<file path="config.mk">
export PLATFORM = sky130hd
export DESIGN_NAME = ula_controlador_flat
export DESIGN_NICKNAME = d
export VERILOG_FILES = /design/src/rtl/ula_controlador_if.sv /design/src/rtl/ula_controlador.sv /design/src/flat_wrapper.sv
export SDC_FILE = /design/constraint.sdc
export NUM_CORES = 1
export LEC_CHECK = 0
export CAP_MARGIN = 20
export CORE_MARGIN = 3
export CORE_UTILIZATION = 49
export CTS_BUF_LIST = sky130_fd_sc_hd__clkbuf_8
export DETAILED_ROUTE_END_ITERATION = 8
export MAX_ROUTING_LAYER = met4
export PLACE_DENSITY = 0.88
export RECOVER_POWER = 25
export SYNTH_ARGS = -nofsm -noshare
export SYNTH_HDL_FRONTEND = slang
export SYNTH_SLANG_ARGS = --single-unit
</file>
<file path="constraint.sdc">
create_clock -name clk -period 2.1 [get_ports clk]
set_input_delay 0.315 -clock clk [delete_from_list [all_inputs] [get_ports clk]]
set_output_delay 0.315 -clock clk [all_outputs]
set_load 0.01 [all_outputs]
</file>
<file path="src/rtl/ula_controlador_if.sv">
// Command and result channels between a command source and ula_controlador.
interface ula_controlador_if #(
    parameter int LARGURA = 8
);
    logic                   Cmd_Valid;
    logic                   Cmd_Ready;
    logic [3:0]             Cmd_Op;
    logic [LARGURA-1:0]     Cmd_A;
    logic [LARGURA-1:0]     Cmd_B;
    logic                   Cmd_Encadeia;
    logic                   Res_Valid;
    logic                   Res_Ready;
    logic [2*LARGURA-1:0]   Res_Dado;
    logic                   Res_Erro;

    // Command source / result consumer side
    modport master (
        output Cmd_Valid, Cmd_Op, Cmd_A, Cmd_B, Cmd_Encadeia, Res_Ready,
        input  Cmd_Ready, Res_Valid, Res_Dado, Res_Erro
    );

    // Controller side
    modport slave (
        input  Cmd_Valid, Cmd_Op, Cmd_A, Cmd_B, Cmd_Encadeia, Res_Ready,
        output Cmd_Ready, Res_Valid, Res_Dado, Res_Erro
    );
endinterface

</file>
<file path="src/rtl/ula_controlador.sv">
// Command-side initiator for the 8-bit ULA: one operation per handshake,
// registered operands to the ULA, result delivered on a valid/ready port
// with illegal-opcode and division-by-zero flagging.
module ula_controlador #(
    parameter int LARGURA      = 8,
    parameter int LARGURA_CONT = 8
) (
    input  logic                    clk,
    input  logic                    rst,
    ula_controlador_if.slave        bus,
    output logic [LARGURA-1:0]      Ula_A,
    output logic [LARGURA-1:0]      Ula_B,
    output logic [3:0]              Ula_Sel_Op,
    input  logic [2*LARGURA-1:0]    Ula_Resultado,
    output logic [LARGURA_CONT-1:0] Contador_Ops
);

    typedef enum logic [1:0] {
        OCIOSO  = 2'd0,
        EXECUTA = 2'd1,
        ENTREGA = 2'd2
    } estado_t;

    estado_t              estado;
    estado_t              estado_prox;
    logic                 aceita;
    logic                 conclui;
    logic                 entrega;
    logic                 erro_pend;
    logic                 op_ilegal;
    logic                 div_zero;
    logic [2*LARGURA-1:0] ultimo;

    // Opcode legality and division-by-zero detection on the incoming command
    always_comb begin
        op_ilegal = (bus.Cmd_Op == 4'b0101) || (bus.Cmd_Op >= 4'b1101);
        div_zero  = ((bus.Cmd_Op == 4'b0011) || (bus.Cmd_Op == 4'b0100))
                    && (bus.Cmd_B == '0);
    end

    // State register
    always_ff @(posedge clk) begin
        if (rst) begin
            estado <= OCIOSO;
        end else begin
            estado <= estado_prox;
        end
    end

    // Next-state logic, command-ready and datapath strobes
    always_comb begin
        estado_prox   = estado;
        bus.Cmd_Ready = 1'b0;
        aceita        = 1'b0;
        conclui       = 1'b0;
        entrega       = 1'b0;
        case (estado)
            OCIOSO: begin
                bus.Cmd_Ready = 1'b1;
                if (bus.Cmd_Valid) begin
                    aceita      = 1'b1;
                    estado_prox = EXECUTA;
                end
            end
            EXECUTA: begin
                conclui     = 1'b1;
                estado_prox = ENTREGA;
            end
            ENTREGA: begin
                if (bus.Res_Ready) begin
                    entrega     = 1'b1;
                    estado_prox = OCIOSO;
                end
            end
            default: estado_prox = OCIOSO;
        endcase
    end

    // Operand/result registers, last-result store and delivered-op counter
    always_ff @(posedge clk) begin
        if (rst) begin
            Ula_A         <= '0;
            Ula_B         <= '0;
            Ula_Sel_Op    <= '0;
            erro_pend     <= 1'b0;
            bus.Res_Valid <= 1'b0;
            bus.Res_Dado  <= '0;
            bus.Res_Erro  <= 1'b0;
            ultimo        <= '0;
            Contador_Ops  <= '0;
        end else begin
            if (aceita) begin
                Ula_A      <= bus.Cmd_Encadeia ? ultimo[LARGURA-1:0] : bus.Cmd_A;
                Ula_B      <= bus.Cmd_B;
                Ula_Sel_Op <= bus.Cmd_Op;
                erro_pend  <= op_ilegal || div_zero;
            end
            if (conclui) begin
                bus.Res_Dado  <= erro_pend ? '0 : Ula_Resultado;
                bus.Res_Erro  <= erro_pend;
                bus.Res_Valid <= 1'b1;
            end
            if (entrega) begin
                bus.Res_Valid <= 1'b0;
                Contador_Ops  <= Contador_Ops + LARGURA_CONT'(1);
                if (!bus.Res_Erro) begin
                    ultimo <= bus.Res_Dado;
                end
            end
        end
    end

endmodule
</file>
<file path="src/flat_wrapper.sv">
// flat-port wrapper written by rule: the top's interface ports become plain ports
module ula_controlador_flat 
#(
    parameter int LARGURA      = 8,
    parameter int LARGURA_CONT = 8
)
  (clk, rst, Ula_A, Ula_B, Ula_Sel_Op, Ula_Resultado, Contador_Ops, bus_Cmd_Valid, bus_Cmd_Op, bus_Cmd_A, bus_Cmd_B, bus_Cmd_Encadeia, bus_Res_Ready, bus_Cmd_Ready, bus_Res_Valid, bus_Res_Dado, bus_Res_Erro);
  ula_controlador_if #(.LARGURA(LARGURA)) bus_i ();
  input  logic clk;
  input  logic rst;
  output logic [LARGURA-1:0] Ula_A;
  output logic [LARGURA-1:0] Ula_B;
  output logic [3:0] Ula_Sel_Op;
  input  logic [2*LARGURA-1:0] Ula_Resultado;
  output logic [LARGURA_CONT-1:0] Contador_Ops;
  input wire logic [$bits(bus_i.Cmd_Valid)-1:0] bus_Cmd_Valid;
  input wire logic [$bits(bus_i.Cmd_Op)-1:0] bus_Cmd_Op;
  input wire logic [$bits(bus_i.Cmd_A)-1:0] bus_Cmd_A;
  input wire logic [$bits(bus_i.Cmd_B)-1:0] bus_Cmd_B;
  input wire logic [$bits(bus_i.Cmd_Encadeia)-1:0] bus_Cmd_Encadeia;
  input wire logic [$bits(bus_i.Res_Ready)-1:0] bus_Res_Ready;
  output wire logic [$bits(bus_i.Cmd_Ready)-1:0] bus_Cmd_Ready;
  output wire logic [$bits(bus_i.Res_Valid)-1:0] bus_Res_Valid;
  output wire logic [$bits(bus_i.Res_Dado)-1:0] bus_Res_Dado;
  output wire logic [$bits(bus_i.Res_Erro)-1:0] bus_Res_Erro;
  assign bus_i.Cmd_Valid = bus_Cmd_Valid;
  assign bus_i.Cmd_Op = bus_Cmd_Op;
  assign bus_i.Cmd_A = bus_Cmd_A;
  assign bus_i.Cmd_B = bus_Cmd_B;
  assign bus_i.Cmd_Encadeia = bus_Cmd_Encadeia;
  assign bus_i.Res_Ready = bus_Res_Ready;
  assign bus_Cmd_Ready = bus_i.Cmd_Ready;
  assign bus_Res_Valid = bus_i.Res_Valid;
  assign bus_Res_Dado = bus_i.Res_Dado;
  assign bus_Res_Erro = bus_i.Res_Erro;
  ula_controlador #(.LARGURA(LARGURA), .LARGURA_CONT(LARGURA_CONT)) u_core (.clk(clk), .rst(rst), .bus(bus_i), .Ula_A(Ula_A), .Ula_B(Ula_B), .Ula_Sel_Op(Ula_Sel_Op), .Ula_Resultado(Ula_Resultado), .Contador_Ops(Contador_Ops));
endmodule
</file>
After elaboration in Yosys (flattened, before gate mapping)
Cells that the tools add are included.
W data, S select, Z words.
{"block": "totals", "elab_cells": 40, "latchBits": 0, "mem_bits_ro": 0, "mem_bits_rw": 0, "output_inout_bits": 47, "inputBits": 41, "memories": 0, "register_bits": 57}
{"block": "op_classes", "multipliers": 0, "reduce_logical": 9, "eq_ne": 7, "shift": 0, "n_lt_le_gt_ge": 1, "n_bitwise": 1, "mux": 11, "addsub": 1, "div": 0}
{"cell": "$mux W16", "count": 1}
{"cell": "$add A8 B1 Y8 const B", "count": 1}
{"cell": "$eq A4 B3 Y1 const B", "count": 2}
{"cell": "$logic_not A8 Y1", "count": 1}
{"cell": "$mux W8", "count": 1}
{"cell": "$mux W1", "count": 6}
{"cell": "$pmux W2 S3", "count": 1}
{"cell": "$eq A4 B2 Y1 const B", "count": 1}
{"cell": "$ge A4 B4 Y1 const B", "count": 1}
{"cell": "$mux W2", "count": 2}
{"cell": "$ne A2 B2 Y1 const B", "count": 2}
{"cell": "$reduce_and A2 Y1", "count": 2}
{"cell": "$logic_or A1 B1 Y1", "count": 3}
{"cell": "$eq A2 B1 Y1 const B", "count": 1}
{"cell": "$eq A2 B2 Y1 const B", "count": 1}
{"cell": "$logic_not A2 Y1", "count": 1}
{"cell": "$reduce_or A2 Y1", "count": 1}
{"cell": "$logic_and A1 B1 Y1", "count": 1}
{"cell": "$not A1 Y1", "count": 1}

Longest topological paths before layout
{"block": "logic_depth", "ltp_word": 4, "ltp_mapped": 6, "mapped_depth_nobuf": 4}

Worst setup path before layout
OpenSTA, ideal clock, no wires.
{"block": "synth_path", "path_kind": "reg2reg", "from": "register u_core.Contador_Ops[0]", "to": "register u_core.Contador_Ops[6]", "required_time_ps": 2030, "path_slack_ps": 715, "setup_ps": 70, "arrival_ps": 1314, "synth_period_minus_slack_ps": 1385, "n_path_buf": 0, "path_stages_with_launch": 5, "cell_sequence": "dfxtp_1 ha_1 nand3_1 or4_1 a21oi_1"}
{"block": "synth_via", "elab_chain_len": 1}
{"element": "start: declaration", "line": "ula_controlador.sv:15", "source": "output logic [LARGURA_CONT-1:0] Contador_Ops"}
{"element": "start signal: assignment", "line": "ula_controlador.sv:105", "source": "Contador_Ops <= Contador_Ops + LARGURA_CONT'(1);"}
{"element": "$add A8 B1 Y8", "line": "ula_controlador.sv:105"}
Every way passes these cells.
A chain may end at the register's enable or synchronous reset.

Worst setup path in the final report
{"block": "layout_path", "from": "register u_core.bus.Res_Erro", "to": "output bus_Res_Erro"}
{"element": "start: declaration", "line": "ula_controlador_if.sv:25", "source": "output Cmd_Ready, Res_Valid, Res_Dado, Res_Erro"}
{"element": "start signal: assignment", "line": "ula_controlador.sv:100", "source": "bus.Res_Erro <= erro_pend;"}
{"element": "end: declaration", "line": "flat_wrapper.sv:25", "source": "output wire logic [$bits(bus_i.Res_Erro)-1:0] bus_Res_Erro;"}
No word-level cell between the ends.

==> results_dict.tcl <==
set metrics [dict create \
    status "complete, no violations" \
    synthTopCellsByArea "dfxtp_1 (49%), a21oi_1 (9.3%), nand2_1 (8.3%), nand3b_1 (5.2%), mux2i_1 (3.9%)" \
    critPathTopFamily "buffers and inverters" \
    maxCapViolCount 0 \
    hp-start "rst" \
    insertion_delay_ns 0.32 \
    clockBufferDepth 2 \
    fmax_ghz 0.555 \
    skew_ns 0.00562 \
    min_period_ns 1.80 \
    synth_seq_cells 57 \
    worstPathMaxFanout 11 \
    final_cell_area_um2 3330 \
    ctsHoldBuffers 0 \
    ir_worst_vdd_mv 0.462 \
    wl_per_cell_um 14.8 \
    grt_pass1_wl_um 9640 \
    nets 388 \
    rsz0062_at_grt "no" \
    netlist_area_um2 2310 \
    yosysUniqueCellTypes 35 \
    cts_tree "built" \
    p_leak_uw 0.00119 \
    htree_levels 3 \
    synth-edff-count 0 \
    required_ns 1.78 \
    critPathBufInv 1 \
    start_util 0.520 \
    grt_antenna_before_repair 0 \
    setup_tns_ns 0 \
    routed_wl_um 5980 \
    synth_top_area_share 0.494 \
    cts_resized 0 \
    setup_violations 0 \
    grt_max_degree 42 \
    synthArstFlopShare 0 \
    gr-total-overflow 0 \
    r2r_cells 4 \
    place_area_um2 3170 \
    whs_endpoint "u_core.bus.Res_Dado[8]" \
    max_slew.worst_pin.slew_ns 0.837 \
    totalPowerFinal_uw 2410 \
    post_cts_buffers 0 \
    slew_headroom 0.442 \
    cts_sinks 57 \
    dpl.hpwl_um 4090 \
    clk_pin_slew_ns 0.06 \
    synth_ff_type "dfxtp_1" \
    post-route-period-util 0.858 \
    arrival_ns 1.49 \
    yosysMostFrequentCell "dfxtp_1" \
    num_io_pins 88 \
    rows 24 \
    drt_iter0_drc 115 \
    drc_errors 0 \
    slew_violations 0 \
    syn_inst 265 \
    port_buffers 87 \
    holdWs_ns 0.375 \
    syn_nets 307 \
    syn_to_final_growth_pct 44.0 \
    drive_gt1_frac 0.0627 \
    cpPeakStageDelay_ns 0.62 \
    cts-root-buf "clkbuf_8" \
    p_per_area_nw_per_um2 724 \
    hold_path_depth 2 \
    synth_area_per_cell_um2 8.73 \
    dieArea_um2 5580 \
    grt_util_all_layers 0.231 \
    seq_area_frac_synth 0.494 \
    critPathLaunchType "register" \
    criticalPathCategory "register to output pin" \
    rrSetupSlack_ns 0.36 \
    core_region_area_um2 4440 \
    rr_startpoint "u_core.estado[0]" \
    r2r-end "u_core.bus.Res_Dado[12]" \
    synth_largest_area_cell "dfxtp_1" \
    synth_commonest_cells "dfxtp_1 (57), nand2_1 (51), a21oi_1 (43), nand3b_1 (16), nor2_1 (14)" \
    hold_viol 0 \
    n_antenna_cell 0 \
    via_per_inst 5.44 \
    die_height_um 74.7 \
    cts_made_buffers 9 \
    critPathCaptureType "output pin" \
    first_pass_iters 6 \
    crit_slowest_cell "clkdlybuf4s50_1" \
    vias 2193 \
    yosys_warnings 0 \
    path_cells "clkdlybuf4s50_1" \
    place_congestion 0.737 \
    holdCritPathClass "primary input to register" \
    grt_pass1_vias 2060 \
    drtAntennaViolNets 0 \
    die_w_um 74.7 \
]
## cell type report
| type | count | area (um^2) |
|---|---|---|
| multi-input cells | 186 | 1060 |
| clock buffers | 11 | 151 |
| well taps | 52 | 65.1 |
| inverters | 1 | 3.75 |
| repair buffers | 91 | 886 |
| fillers | 369 | 1110 |
| flip-flops and latches | 57 | 1140 |
| clock inverters | 5 | 22.5 |
## routing by layer
metal | up-vias | global-route usage | wire length, um
met3 | 15 | 0.0507 | 334
met2 | 75 | 0.373 | 2920
li1 | 1092 | - | -
met4 | 0 | 0.0949 | 123
met5 | - | - | 0
met1 | 1011 | 0.281 | 2600
## registers in the layout, summed over array words and instances, names as in the netlist
| signal | flops |
|---|---|
| u_core.Contador_Ops | 8 |
| u_core.Ula_A | 8 |
| u_core.Ula_B | 8 |
| u_core.Ula_Sel_Op | 4 |
| u_core.bus.Res_Dado | 16 |
| u_core.bus.Res_Erro | 1 |
| u_core.bus.Res_Valid | 1 |
| u_core.erro_pend | 1 |
| u_core.estado | 2 |
| u_core.ultimo | 8 |
## logic make-up (layout without fill, tap and decap cells)
family / after synthesis / after routing / synth area share
compound gates: 68 / 68 / 0.161
mux: 10 / 10 / 0.0438
buf+inv: 22 / 108 / 0.0482
fa+ha+maj: 1 / 1 / 0.00541
simple gates: 105 / 105 / 0.241
flops: 57 / 57 / 0.494
xor+xnor: 2 / 2 / 0.00758
## layout by cell type (no fill, tap or decap), drive strengths merged, types with 3 or more instances in the layout
master | netlist | layout
inv | 1 | 3
clkdlybuf4s50 | 0 | 86
a21oi | 43 | 43
nor2 | 14 | 14
nand2 | 51 | 51
nand3b | 17 | 17
nand3 | 4 | 4
mux2i | 9 | 9
a211oi | 8 | 8
clkbuf | 9 | 14
or4 | 3 | 3
dfxtp | 57 | 57
o31ai | 3 | 3
o21ai | 13 | 13
clkinv | 0 | 3
## where the power goes
part / switching, uW / internal [uW] / leakage [uW] / total, uW
registers: 37.5 / 1130 / 0.000465 / 1170
logic: 153 / 198 / 0.000629 / 350
clock network: 415 / 478 / 0.000101 / 893
## through the flow
stage,setup WS [ns],instances,utilization
final,0.298,403,0.749
after detailed placement,0.238,387,0.712
after CTS,0.289,403,0.751
after floorplan,0.715,265,-
after global routing,0.219,403,0.749
after global placement,0.265,387,0.712
## worst max path at each step
stage	from	to	slack, ns	cells past startpoint
after floorplan	u_core.Contador_Ops[0]	u_core.Contador_Ops[6]	0.72	4
after global placement	bus_Res_Ready	u_core.Contador_Ops[6]	0.27	4
after detailed placement	bus_Res_Ready	u_core.Contador_Ops[6]	0.24	4
after CTS	u_core.bus.Res_Erro	bus_Res_Erro	0.29	1
after global routing	u_core.estado[0]	u_core.bus.Res_Dado[12]	0.22	4
final	u_core.bus.Res_Erro	bus_Res_Erro	0.30	1
Power figures use the tool's default switching activity.
